`config.mk`:
```
export PLATFORM = sky130hd
export DESIGN_NAME = corescore_emit_arbiter
export DESIGN_NICKNAME = d
export VERILOG_FILES = /design/src/rtl/corescore_rr_pick.sv /design/src/rtl/corescore_emit_arbiter.sv
export SDC_FILE = /design/constraint.sdc
export NUM_CORES = 1
export LEC_CHECK = 0
export BUFFER_PORTS_ARGS = -buffer_cell sky130_fd_sc_hd__buf_2
export CAP_MARGIN = 20
export CORE_MARGIN = 5
export CORE_UTILIZATION = 52
export DETAILED_ROUTE_END_ITERATION = 8
export PLACE_DENSITY = 0.84
export SETUP_SLACK_MARGIN = 0.2
export SLEW_MARGIN = 10
export SYNTH_ARGS = -nofsm -noshare
export SYNTH_HDL_FRONTEND = slang
export SYNTH_SLANG_ARGS = --single-unit
```
`constraint.sdc`:
```
create_clock -name i_clk -period 3.3 [get_ports i_clk]
set_input_delay 0.495 -clock i_clk [delete_from_list [all_inputs] [get_ports i_clk]]
set_output_delay 0.495 -clock i_clk [all_outputs]
set_load 0.02 [all_outputs]
```
`src/rtl/corescore_rr_pick.sv`:
```
// Round-robin picker: returns the first requester found scanning upward from
// (last+1) with wrap-around, plus a flag telling whether anyone requested.
module corescore_rr_pick #(
  parameter int NUM_SRC = 2,
  parameter int IDX_W   = $clog2(NUM_SRC)
) (
  input  logic [NUM_SRC-1:0] i_req,
  input  logic [IDX_W-1:0]   i_last,
  output logic [IDX_W-1:0]   o_idx,
  output logic               o_any
);

  int cand;

  // Walk the scan order backwards so the nearest requester after 'last' wins.
  always_comb begin
    o_idx = '0;
    o_any = |i_req;
    cand  = 0;
    for (int i = NUM_SRC; i >= 1; i--) begin
      cand = int'(i_last) + i;
      if (cand >= NUM_SRC) cand = cand - NUM_SRC;
      if (i_req[cand]) o_idx = IDX_W'(cand);
    end
  end

endmodule

```
`src/rtl/corescore_emit_arbiter.sv`:
```
// Packet-level round-robin arbiter merging NUM_SRC byte streams into one
// downstream stream, holding the grant until tlast or the MAX_BEATS cap.
module corescore_emit_arbiter #(
  parameter int NUM_SRC   = 2,
  parameter int MAX_BEATS = 256
) (
  input  logic                 i_clk,
  input  logic                 i_rst,
  input  logic [8*NUM_SRC-1:0] i_tdata,
  input  logic [NUM_SRC-1:0]   i_tlast,
  input  logic [NUM_SRC-1:0]   i_tvalid,
  output logic [NUM_SRC-1:0]   o_tready,
  output logic [7:0]           o_tdata,
  output logic                 o_tlast,
  output logic                 o_tvalid,
  input  logic                 i_tready,
  output logic [NUM_SRC-1:0]   o_grant,
  output logic                 o_overrun
);

  localparam int IDX_W = $clog2(NUM_SRC);
  localparam int CNT_W = (MAX_BEATS > 0) ? $clog2(MAX_BEATS + 1) : 1;
  localparam logic [CNT_W-1:0] CAP_M1 = CNT_W'((MAX_BEATS > 0) ? MAX_BEATS - 1 : 0);
  localparam logic [IDX_W-1:0] LAST_RST = IDX_W'(NUM_SRC - 1);

  typedef enum logic {ST_IDLE, ST_LOCKED} state_t;

  state_t             state_q, state_d;
  logic [IDX_W-1:0]   gidx_q, gidx_d;
  logic [IDX_W-1:0]   last_q, last_d;
  logic [NUM_SRC-1:0] grant_q, grant_d;
  logic [CNT_W-1:0]   cnt_q, cnt_d;
  logic               overrun_q, overrun_d;

  logic [IDX_W-1:0]   pick_idx;
  logic               pick_any;
  logic               locked;
  logic               sel_valid, sel_last, beat;
  logic [7:0]         sel_data;

  corescore_rr_pick #(
    .NUM_SRC (NUM_SRC),
    .IDX_W   (IDX_W)
  ) u_pick (
    .i_req  (i_tvalid),
    .i_last (last_q),
    .o_idx  (pick_idx),
    .o_any  (pick_any)
  );

  // Zero-latency pass-through of the granted source; everything is forced
  // quiet while idle so no source can see a stray ready.
  always_comb begin
    locked    = (state_q == ST_LOCKED);
    sel_data  = i_tdata[8*gidx_q +: 8];
    sel_valid = i_tvalid[gidx_q];
    sel_last  = i_tlast[gidx_q];
    beat      = locked & sel_valid & i_tready;
    o_tdata   = locked ? sel_data : 8'h00;
    o_tvalid  = locked & sel_valid;
    o_tlast   = locked & sel_last;
    o_tready  = grant_q & {NUM_SRC{i_tready}};
    o_grant   = grant_q;
    o_overrun = overrun_q;
  end

  always_comb begin
    state_d   = state_q;
    gidx_d    = gidx_q;
    last_d    = last_q;
    grant_d   = grant_q;
    cnt_d     = cnt_q;
    overrun_d = overrun_q;
    case (state_q)
      ST_IDLE: begin
        if (pick_any) begin
          state_d           = ST_LOCKED;
          gidx_d            = pick_idx;
          grant_d           = '0;
          grant_d[pick_idx] = 1'b1;
          cnt_d             = '0;
        end
      end
      ST_LOCKED: begin
        if (beat) begin
          // Saturate so the count never wraps when the cap is disabled.
          cnt_d = (cnt_q == {CNT_W{1'b1}}) ? cnt_q : cnt_q + 1'b1;
          if (sel_last || ((MAX_BEATS > 0) && (cnt_q == CAP_M1))) begin
            state_d = ST_IDLE;
            grant_d = '0;
            last_d  = gidx_q;
            if (!sel_last) overrun_d = 1'b1;
          end
        end
      end
      default: state_d = ST_IDLE;
    endcase
  end

  always_ff @(posedge i_clk) begin
    if (i_rst) begin
      state_q   <= ST_IDLE;
      gidx_q    <= '0;
      last_q    <= LAST_RST;
      grant_q   <= '0;
      cnt_q     <= '0;
      overrun_q <= 1'b0;
    end else begin
      state_q   <= state_d;
      gidx_q    <= gidx_d;
      last_q    <= last_d;
      grant_q   <= grant_d;
      cnt_q     <= cnt_d;
      overrun_q <= overrun_d;
    end
  end

endmodule

```
==> flow_metrics.py, run 1 <==
metrics = {
    "run_status": {
        "status": "finished clean",
    },
    "placed_design": {
        "hpwl_um": 1860,
        "dp_slack_ns": 1.29,
        "port_buffers": 37,
        "place.gp.congestion": 0.813,
    },
    "floorplan": {
        "dieArea_um2": 2920,
        "chipHeight_um": 54.0,
        "core_um2": 1900,
        "start_util": 0.530,
        "num_io_pins": 38,
        "num_rows": 16,
        "die_x_um": 54.0,
    },
    "timing": {
        "setup_violations": 0,
        "slew_headroom": 0.543,
        "max_freq_mhz": 451,
        "fin_ws_ns": 1.08,
        "period_needed_ns": 2.22,
        "fin_skew_ns": 0.00186,
        "hold_viol": 0,
        "finalMaxSlewViolations": 0,
        "tns_ns": 0,
        "rsz0062_at_grt": "no",
        "tightest_slew_ns": 0.685,
        "finalCritPeriodShare": 0.672,
    },
    "power_and_ir_drop": {
        "vdd_drop_max_mv": 0.216,
        "p_per_area_nw_per_um2": 325,
        "leakage_uw": 0.000531,
    },
    "logic_synthesis": {
        "synth_common_cells": "dfxtp_1, mux2i_1, a21oi_1, nor2b_1",
        "syn-instance-count": 118,
        "yosysMostFrequentCell": "dfxtp_1",
        "async_reset_ff_frac": 0,
        "yosysTopAreaCellShare": 0.298,
        "synth_edf_count": 0,
        "yosys_warnings": 0,
        "netlist_area_um2": 1010,
        "syn_area_per_cell_um2": 8.54,
        "yosysSeqAreaShare": 0.298,
        "ys.flop_type": "dfxtp_1",
        "synth_area_leaders": "dfxtp_1, mux2i_1, nor2b_1, a21oi_1, and2_1",
        "yosys.area.top_type": "dfxtp_1",
        "ys_types": 41,
        "syn_nets": 144,
        "synth_seq_cells": 15,
    },
    "detailed_routing": {
        "drt_iter0_drc": 12,
        "wirelength_um": 2370,
        "drc": 0,
        "wl_per_cell_um": 13.0,
        "first_pass_iters": 5,
        "ant_nets": 0,
        "vias_per_cell": 5.60,
        "vias": 1020,
    },
    "clocking": {
        "cts_max_level": 1,
        "cts_root_buffer": "clkbuf_4",
        "clock_path_buffers": 2,
        "path_clk_slew_ns": 0.09,
        "post_cts_buffers": 0,
        "cts_buffers": 3,
        "cts_sinks": 15,
        "worstSkewPairLatency_ns": 0.29,
        "cts_tree": "yes",
        "cts_resized": 0,
        "cts_hold_buf": 0,
    },
    "setup_path": {
        "crit_path_top_delay_cell": "dfxtp_1",
        "crit_start": "gidx_q",
        "critical_path_class": "reg -> out",
        "start_kind": "register",
        "endpoint_kind": "output pin",
        "cp_cell_sequence": "buf_4 > mux2_2 > and2_1 > buf_2",
        "critical_path_arrival_ns": 1.72,
        "cpPeakStageDelay_ns": 0.47,
        "required_ns": 2.80,
        "r2r-start": "cnt_q[4]",
        "cp_max_fo": 11,
    },
    "finish": {
        "diodes": 0,
        "drive_gt1_frac": 0.316,
        "num-nets-final": 182,
        "syn_to_final_growth_pct": 22.7,
    },
    "hold_path": {
        "hold_start": "cnt_q[7]",
        "hp-class": "reg -> reg",
    },
    "global_routing": {
        "grt_pass1_vias": 1010,
        "gr-max-usage-layer": "met2",
        "grt_max_degree": 23,
        "grt_util_met1": 0.219,
        "grt_pass1_wl_um": 4130,
        "grt_use_met3": 0.0443,
        "antenna_found_initial": 0,
        "grt_usage": 0.194,
        "overflow": 0,
        "met2_usage": 0.331,
    },
    "flow_run": {
        "drv_cap": 0,
    },
}
==> state kept, by name (all words and copies together), names as in the netlist <==
| signal | flops |
|---|---|
| cnt_q | 9 |
| o_grant | 2 |
| gidx_q | 1 |
| last_q | 1 |
| locked | 1 |
| o_overrun | 1 |
==> through the flow <==
stage	cell area, um^2	util	instances	hold slack (ns)	power [uW]
2_1_floorplan	1010	-	118	0.431	262
3_3_place_gp	1210	0.636	178	0.447	294
3_5_place_dp	1210	0.636	178	0.454	297
4_1_cts	1240	0.650	182	0.470	407
5_1_grt	1240	0.650	182	0.504	431
6_report	1240	0.650	182	0.466	402
==> worst max-delay path, delay by kind of cell (launching register included) <==
family,cells,cell delay [ns]
mux,1,0.38
simple gates,1,0.16
flops,1,0.47
buf+inv,2,0.41
==> where the power goes <==
part	switching, uW	internal, uW	total [uW]
combinational	54.2	43.7	97.9
sequential	8.99	186	195
clock	64.2	45.1	109
total	127	275	402
==> cell usage in the layout, fill, tap and decap left out, types with 3 or more instances in the layout <==
| cell type | n |
|---|---|
| a21oi_1 | 8 |
| a31oi_1 | 3 |
| a41oi_1 | 4 |
| and2_1 | 6 |
| buf_2 | 37 |
| clkbuf_4 | 3 |
| dfxtp_1 | 15 |
| ha_1 | 3 |
| inv_1 | 3 |
| mux2i_1 | 9 |
| nand2_1 | 6 |
| nand3_1 | 3 |
| nor2_1 | 6 |
| nor2b_1 | 8 |
| o21ai_0 | 5 |
| o31ai_1 | 3 |
==> kinds of logic after synthesis <==
kind of cell,count (synthesis),share of synthesized area
AND/OR/NAND/NOR,45,0.267
buffers and inverters,8,0.0360
flip-flops,15,0.298
multiplexers,11,0.112
adder cells (fa/ha/maj),3,0.0373
AO/OA/AOI/OAI,36,0.250
==> area by class of cell <==
cell class | count | area (um^2)
tap | 27 | 33.8
sequential | 15 | 300
clock inverter | 1 | 5.00
timing repair buffer | 38 | 193
inverter | 3 | 11.3
clock buffer | 3 | 22.5
multi-input combinational | 95 | 671
fill | 167 | 666
==> per-layer routing <==
layer / vias to the layer above / share of wire
met1: 463 / 0.43
met2: 34 / 0.49
met3: 5 / 0.062
met4: 0 / 0.019
met5: - / 0
li1: 518 / -
==> final timing paths <==
path | end | slack, ns | depth (start not counted)
worst max-delay path | o_tlast | 1.08 | 4
worst min-delay path | cnt_q[7] | 0.47 | 1
worst max register to register | cnt_q[5] | 1.27 | 8
worst min register to register | cnt_q[7] | 0.47 | 1
No activity file was read; power rests on OpenSTA's default activity.
==> run 2, diff against run 1 <==
Settings changed: ABC_AREA from default to 1, CORE_UTILIZATION 52 to 42, PLACE_DENSITY 0.84 to 0.74.
Clock period 3.3 ns to 2 ns, I/O delays scaled along.
==> run 2 against run 1 <==
Sequential power rose by 63%. Synthesized cell count rose by 24%. Wire length rose by 14%. Critical path type is now reg -> reg. Highest routed layer unchanged.
==> flow_metrics.py, run 2 <==
metrics = {
    "power_and_ir_drop": {
        "vdd_drop_max_mv": 0.366,
        "p_switching_uw": 223,
        "swShare": 0.333,
        "pwr-share-seq": 0.472,
        "p_per_area_nw_per_um2": 502,
        "internal_power_uw": 448,
        "clockPowerShare": 0.258,
        "comb_power_share": 0.270,
        "leakage_uw": 0.000631,
    },
    "logic_synthesis": {
        "yosys.area.top_type": "dfxtp_1",
        "ys_types": 26,
        "synth_edf_count": 0,
        "synth_seq_cells": 15,
        "netlist_area_um2": 948,
        "synth_common_cells": "nand2_1, nor2_1, dfxtp_1",
        "synth_area_leaders": "dfxtp_1, nand2_1, nor2_1, a21oi_1, nand3_1",
        "async_reset_ff_frac": 0,
        "syn_nets": 172,
        "yosysMostFrequentCell": "nand2_1",
        "yosys_warnings": 0,
        "yosysSeqAreaShare": 0.317,
        "yosysTopAreaCellShare": 0.317,
        "syn-instance-count": 146,
        "ys.flop_type": "dfxtp_1",
        "syn_area_per_cell_um2": 6.50,
    },
    "finish": {
        "largest_reg_flops": 9,
        "syn_to_final_growth_pct": 41.0,
        "fin_cells": 221,
        "top_register": "cnt_q",
        "stdcell_area_um2": 1340,
        "diodes": 0,
        "num-nets-final": 220,
        "drive_gt1_frac": 0.409,
        "layout_common_cells": "buf_2, nand2_1, nor2_1, dfxtp_1, inv_1",
        "final_common_cell": "buf_2",
    },
    "setup_path": {
        "crit_start": "cnt_q[1]",
        "cpPeakStageDelay_ns": 0.38,
        "r2r-start": "cnt_q[1]",
        "cp_cell_sequence": "ha_4 > nand2_2 > inv_2 > nand2_2 > nor2_4 > nand2_2 > nor2_4 > ha_2 > inv_2 > nand4_4 > nand2_2 > nand2_1 > a21oi_1",
        "endpoint_kind": "register",
        "cp_num_buf_inv": 2,
        "start_kind": "register",
        "crit_family": "simple AND/OR/NAND/NOR gates",
        "required_ns": 2.17,
        "cp_max_fo": 8,
        "cp_common_cell": "nand2_2",
        "crit_path_top_delay_cell": "dfxtp_4",
        "critical_path_class": "reg -> reg",
        "critical_path_arrival_ns": 2.02,
    },
    "clocking": {
        "clock_path_buffers": 2,
        "cts_root_buffer": "clkbuf_4",
        "cts_sinks": 15,
        "worstSkewPairLatency_ns": 0.28,
        "path_clk_slew_ns": 0.09,
        "cts_tree": "yes",
        "cts_max_level": 1,
        "cts_buffers": 3,
    },
    "run_status": {
        "status": "finished clean",
    },
    "detailed_routing": {
        "drc": 0,
        "drt_iter0_drc": 43,
        "first_pass_iters": 4,
        "wl_per_cell_um": 12.2,
        "ant_nets": 0,
        "wirelength_um": 2710,
        "vias_per_cell": 5.06,
        "vias": 1119,
    },
    "timing": {
        "hold_viol": 0,
        "whs_ns": 0.332,
        "finalCritPeriodShare": 0.922,
        "tns_ns": 0,
        "slew_headroom": 0.601,
        "setup_violations": 0,
        "period_needed_ns": 1.84,
        "fin_skew_ns": 0.00144,
        "tightest_slew_ns": 0.598,
        "max_freq_mhz": 542,
        "fin_ws_ns": 0.156,
        "finalMaxSlewViolations": 0,
        "rsz0062_at_grt": "yes",
    },
    "floorplan": {
        "num_rows": 17,
        "dieArea_um2": 3310,
        "core_um2": 2190,
        "start_util": 0.433,
        "die_x_um": 57.5,
        "chipHeight_um": 57.5,
        "num_io_pins": 38,
    },
    "placed_design": {
        "place.gp.congestion": 0.802,
        "dp_slack_ns": 0.0640,
        "dp_cells": 208,
        "place_area_um2": 1150,
        "port_buffers": 37,
        "hpwl_um": 1880,
    },
    "global_routing": {
        "grt_pass1_vias": 1074,
        "antenna_found_initial": 0,
        "grt_usage": 0.159,
        "grt_pass1_wl_um": 4260,
        "grt_max_degree": 13,
        "overflow": 0,
    },
    "flow_run": {
        "drv_cap": 0,
    },
    "hold_path": {
        "hold_start": "i_rst",
        "hp-class": "in -> reg",
    },
}
[run 2: cell count changes after synthesis, moves of 7 or more]
cell,before,now
mux2i_1,9,0
inv_1,3,13
nor2b_1,8,0
nand3_1,3,10
nor2_1,6,27
nand2_1,6,32
[run 2: repair_timing]
| item | 4_1_cts | 5_1_grt |
|---|---|---|
| hold buffers | 0 | 0 |
| pin swaps | 2 | 14 |
| resized for setup | 6 | 23 |
| cloned | 0 | 1 |
| buffers inserted | 2 | 6 |
| endpoints found under the setup margin | 12 | 13 |
[run 2: cells by family (layout without fill, tap and decap cells)]
| family | Yosys count | after routing | synth area share |
|---|---|---|---|
| AOI/OAI and AO/OA | 27 | 27 | 0.158 |
| xor gates and xnor gates | 1 | 1 | 0.00924 |
| adders and majority gates | 3 | 3 | 0.0396 |
| buffers and inverters | 20 | 66 | 0.0990 |
| DFF | 15 | 15 | 0.317 |
| and+or+nand+nor | 80 | 81 | 0.377 |
[run 2: cell type report]
type / instances / area, um^2
fillers: 189 / 853
multi-input cells: 112 / 644
flip-flops and latches: 15 / 308
repair buffers: 47 / 268
inverters: 15 / 56.3
well taps: 28 / 35.0
clock buffers: 4 / 26.3
[run 2: through the flow]
step,util,total power [uW]
after floorplan,-,434
after global placement,0.523,487
after detailed placement,0.523,492
after CTS,0.548,666
after global routing,0.611,712
final,0.611,671
[run 2: final timing paths]
check              endpoint  slack (ns)  cells after the start
setup / recovery   cnt_q[2]        0.16                     13
hold / removal     cnt_q[1]        0.33                      2
setup reg to reg   cnt_q[2]        0.16                     13
hold reg to reg   o_overrun        0.46                      2
[run 2: routing by layer]
| layer | vias to the layer above | share of wire | track usage |
|---|---|---|---|
| met3 | 7 | 0.029 | 0.0249 |
| met2 | 23 | 0.52 | 0.281 |
| met1 | 520 | 0.44 | 0.181 |
| met4 | 0 | 0.016 | 0.0828 |
| met5 | - | 0 | 0 |
| li1 | 569 | - | - |
[run 2: power groups by stage]
stage	clock (uW)	sequential, uW	combinational (uW)
final	173	317	182
after global routing	193	318	201
after CTS	175	318	173
after detailed placement	0	325	167
after global placement	0	324	163
after floorplan	0	326	107
==> run 3, diff against run 2 <==
Clock period 2 ns to 1.5 ns, I/O delays scaled along.
==> run 3 against run 2 <==
The run now ends with negative setup slack left. Global-route usage rose by 9.5 points. Sequential cell count stayed put. Via count rose by 25%. Wire length grew 74%. Critical path depth fell by 1. Core utilization rose by 22 points. Final cell count up 8.6%. Critical path type unchanged.
==> flow_metrics.py, run 3 (synthesis results as in run 2) <==
metrics = {
    "clocking": {
        "cts_max_level": 1,
        "path_clk_slew_ns": 0.09,
        "cts_sinks": 15,
        "cts_hold_buf": 0,
        "clock_path_buffers": 2,
        "cts_root_buffer": "clkbuf_4",
        "worstSkewPairLatency_ns": 0.29,
        "cts_buffers": 3,
        "cts_tree": "yes",
    },
    "global_routing": {
        "overflow": 0,
        "grt_max_degree": 12,
        "grt_usage": 0.253,
        "antenna_found_initial": 1,
        "grt_pass1_wl_um": 6450,
        "grt_pass1_vias": 1342,
    },
    "power_and_ir_drop": {
        "p_switching_uw": 407,
        "power_uw": 1100,
        "internal_power_uw": 689,
        "vdd_drop_max_mv": 0.608,
        "swShare": 0.371,
        "clockPowerShare": 0.219,
        "leakage_uw": 0.000788,
        "p_per_area_nw_per_um2": 602,
        "pwr-share-seq": 0.387,
        "comb_power_share": 0.393,
    },
    "finish": {
        "num-nets-final": 238,
        "filler_cell_count": 98,
        "layout_common_cells": "buf_2, buf_4, nand2_1, nor2_4, buf_6",
        "drive_gt1_frac": 0.664,
        "fin_util": 0.832,
        "final_common_cell": "buf_2",
        "fin_cells": 240,
        "top_register": "cnt_q",
        "syn_to_final_growth_pct": 92.1,
        "largest_reg_flops": 9,
    },
    "placed_design": {
        "place.gp.congestion": 0.891,
        "dp_cells": 223,
        "hpwl_um": 2150,
        "dp_slack_ns": -0.249,
        "port_buffers": 37,
    },
    "timing": {
        "finalCritPeriodShare": 1.28,
        "fin_ws_ns": -0.414,
        "slew_headroom": 0.632,
        "tightest_slew_ns": 0.552,
        "hold_viol": 0,
        "rsz0062_at_grt": "yes",
        "max_freq_mhz": 523,
        "fin_skew_ns": 0.00353,
        "finalMaxSlewViolations": 0,
        "setup_violations": 14,
        "period_needed_ns": 1.91,
    },
    "floorplan": {
        "num_rows": 17,
        "num_io_pins": 38,
        "die_x_um": 57.5,
        "core_um2": 2190,
        "start_util": 0.433,
        "dieArea_um2": 3310,
        "chipHeight_um": 57.5,
    },
    "flow_run": {
        "drv_cap": 0,
    },
    "detailed_routing": {
        "drt_iter0_drc": 103,
        "ant_nets": 0,
        "vias": 1403,
        "drc": 0,
        "top_layer_used": "met4",
        "met3RoutedLength_um": 503,
        "vias_per_cell": 5.85,
        "wirelength_um": 4710,
        "routed-wl-met2_um": 2260,
        "wl_per_cell_um": 19.6,
        "first_pass_iters": 5,
        "wl_met1_um": 1730,
    },
    "setup_path": {
        "endpoint_kind": "register",
        "cpPeakStageDelay_ns": 0.37,
        "required_ns": 1.67,
        "crit_path_top_delay_cell": "dfxtp_2",
        "cp_num_buf_inv": 1,
        "critical_path_class": "reg -> reg",
        "start_kind": "register",
        "crit_family": "simple AND/OR/NAND/NOR gates",
        "cp_cell_sequence": "ha_4 > nand2_4 > inv_4 > nand2_4 > nor2_4 > nand2_2 > nor2_4 > ha_4 > nand3b_1 > nand3_2 > nand2_1 > o211ai_1",
        "cp_max_fo": 5,
        "critical_path_arrival_ns": 2.08,
    },
    "run_status": {
        "status": "finished, violations left",
        "failed_checks": "negative setup slack",
    },
    "hold_path": {
        "hp-class": "in -> reg",
    },
}
-- run 3: changes by cell type in the layout (fill, tap and decap cells not counted), sizes merged --
cell   previous run  this run
buf              47        65
diode             0         1
-- run 3: per-stage QoR --
stage               area [um^2]  hold slack [ns]  setup TNS [ns]
finish                     1820            0.300           -4.91
global route               1820            0.300           -5.96
CTS                        1670            0.239           -2.20
detailed placement         1320            0.446           -2.77
global placement           1320            0.439           -2.06
floorplan                  1010            0.393           -1.50
-- run 3: timing repair --
item / CTS / global route
pin swaps: 38 / 16
gates resized for setup: 78 / 28
setup buffers: 9 / 2
gates cloned: 1 / 0
endpoints found under the setup margin: 24 / 24
-- run 3: final timing paths --
path	from	endpoint	slack [ns]	depth (start not counted)
max	cnt_q[1]	last_q	-0.41	12
min	i_rst	cnt_q[4]	0.30	2
max reg2reg	cnt_q[1]	last_q	-0.41	12
min reg2reg	o_overrun	o_overrun	0.51	2
-- run 3: area by class of cell --
type | instances | area (um^2) | area share
Sequential cell | 15 | 308 | 0.169
Multi-Input combinational cell | 112 | 881 | 0.484
Tap cell | 28 | 35.0 | 0.0192
Antenna cell | 1 | 2.50 | 0.00137
Inverter | 15 | 66.3 | 0.0364
Clock buffer | 4 | 26.3 | 0.0144
Timing Repair Buffer | 65 | 503 | 0.276
-- run 3: power by group through the flow --
stage,sequential [uW],combinational (uW),clock (uW)
after floorplan,436,154,0
after global placement,429,248,0
after detailed placement,429,257,0
after CTS,422,372,241
after global routing,426,450,265
final,425,431,240
-- run 3: routing by layer --
layer  global-route usage  vias to the layer above
met3               0.0633                       24
met5                    0                        -
met2                0.434                      115
met4               0.0762                        0
met1                0.309                      653
li1                     -                      611
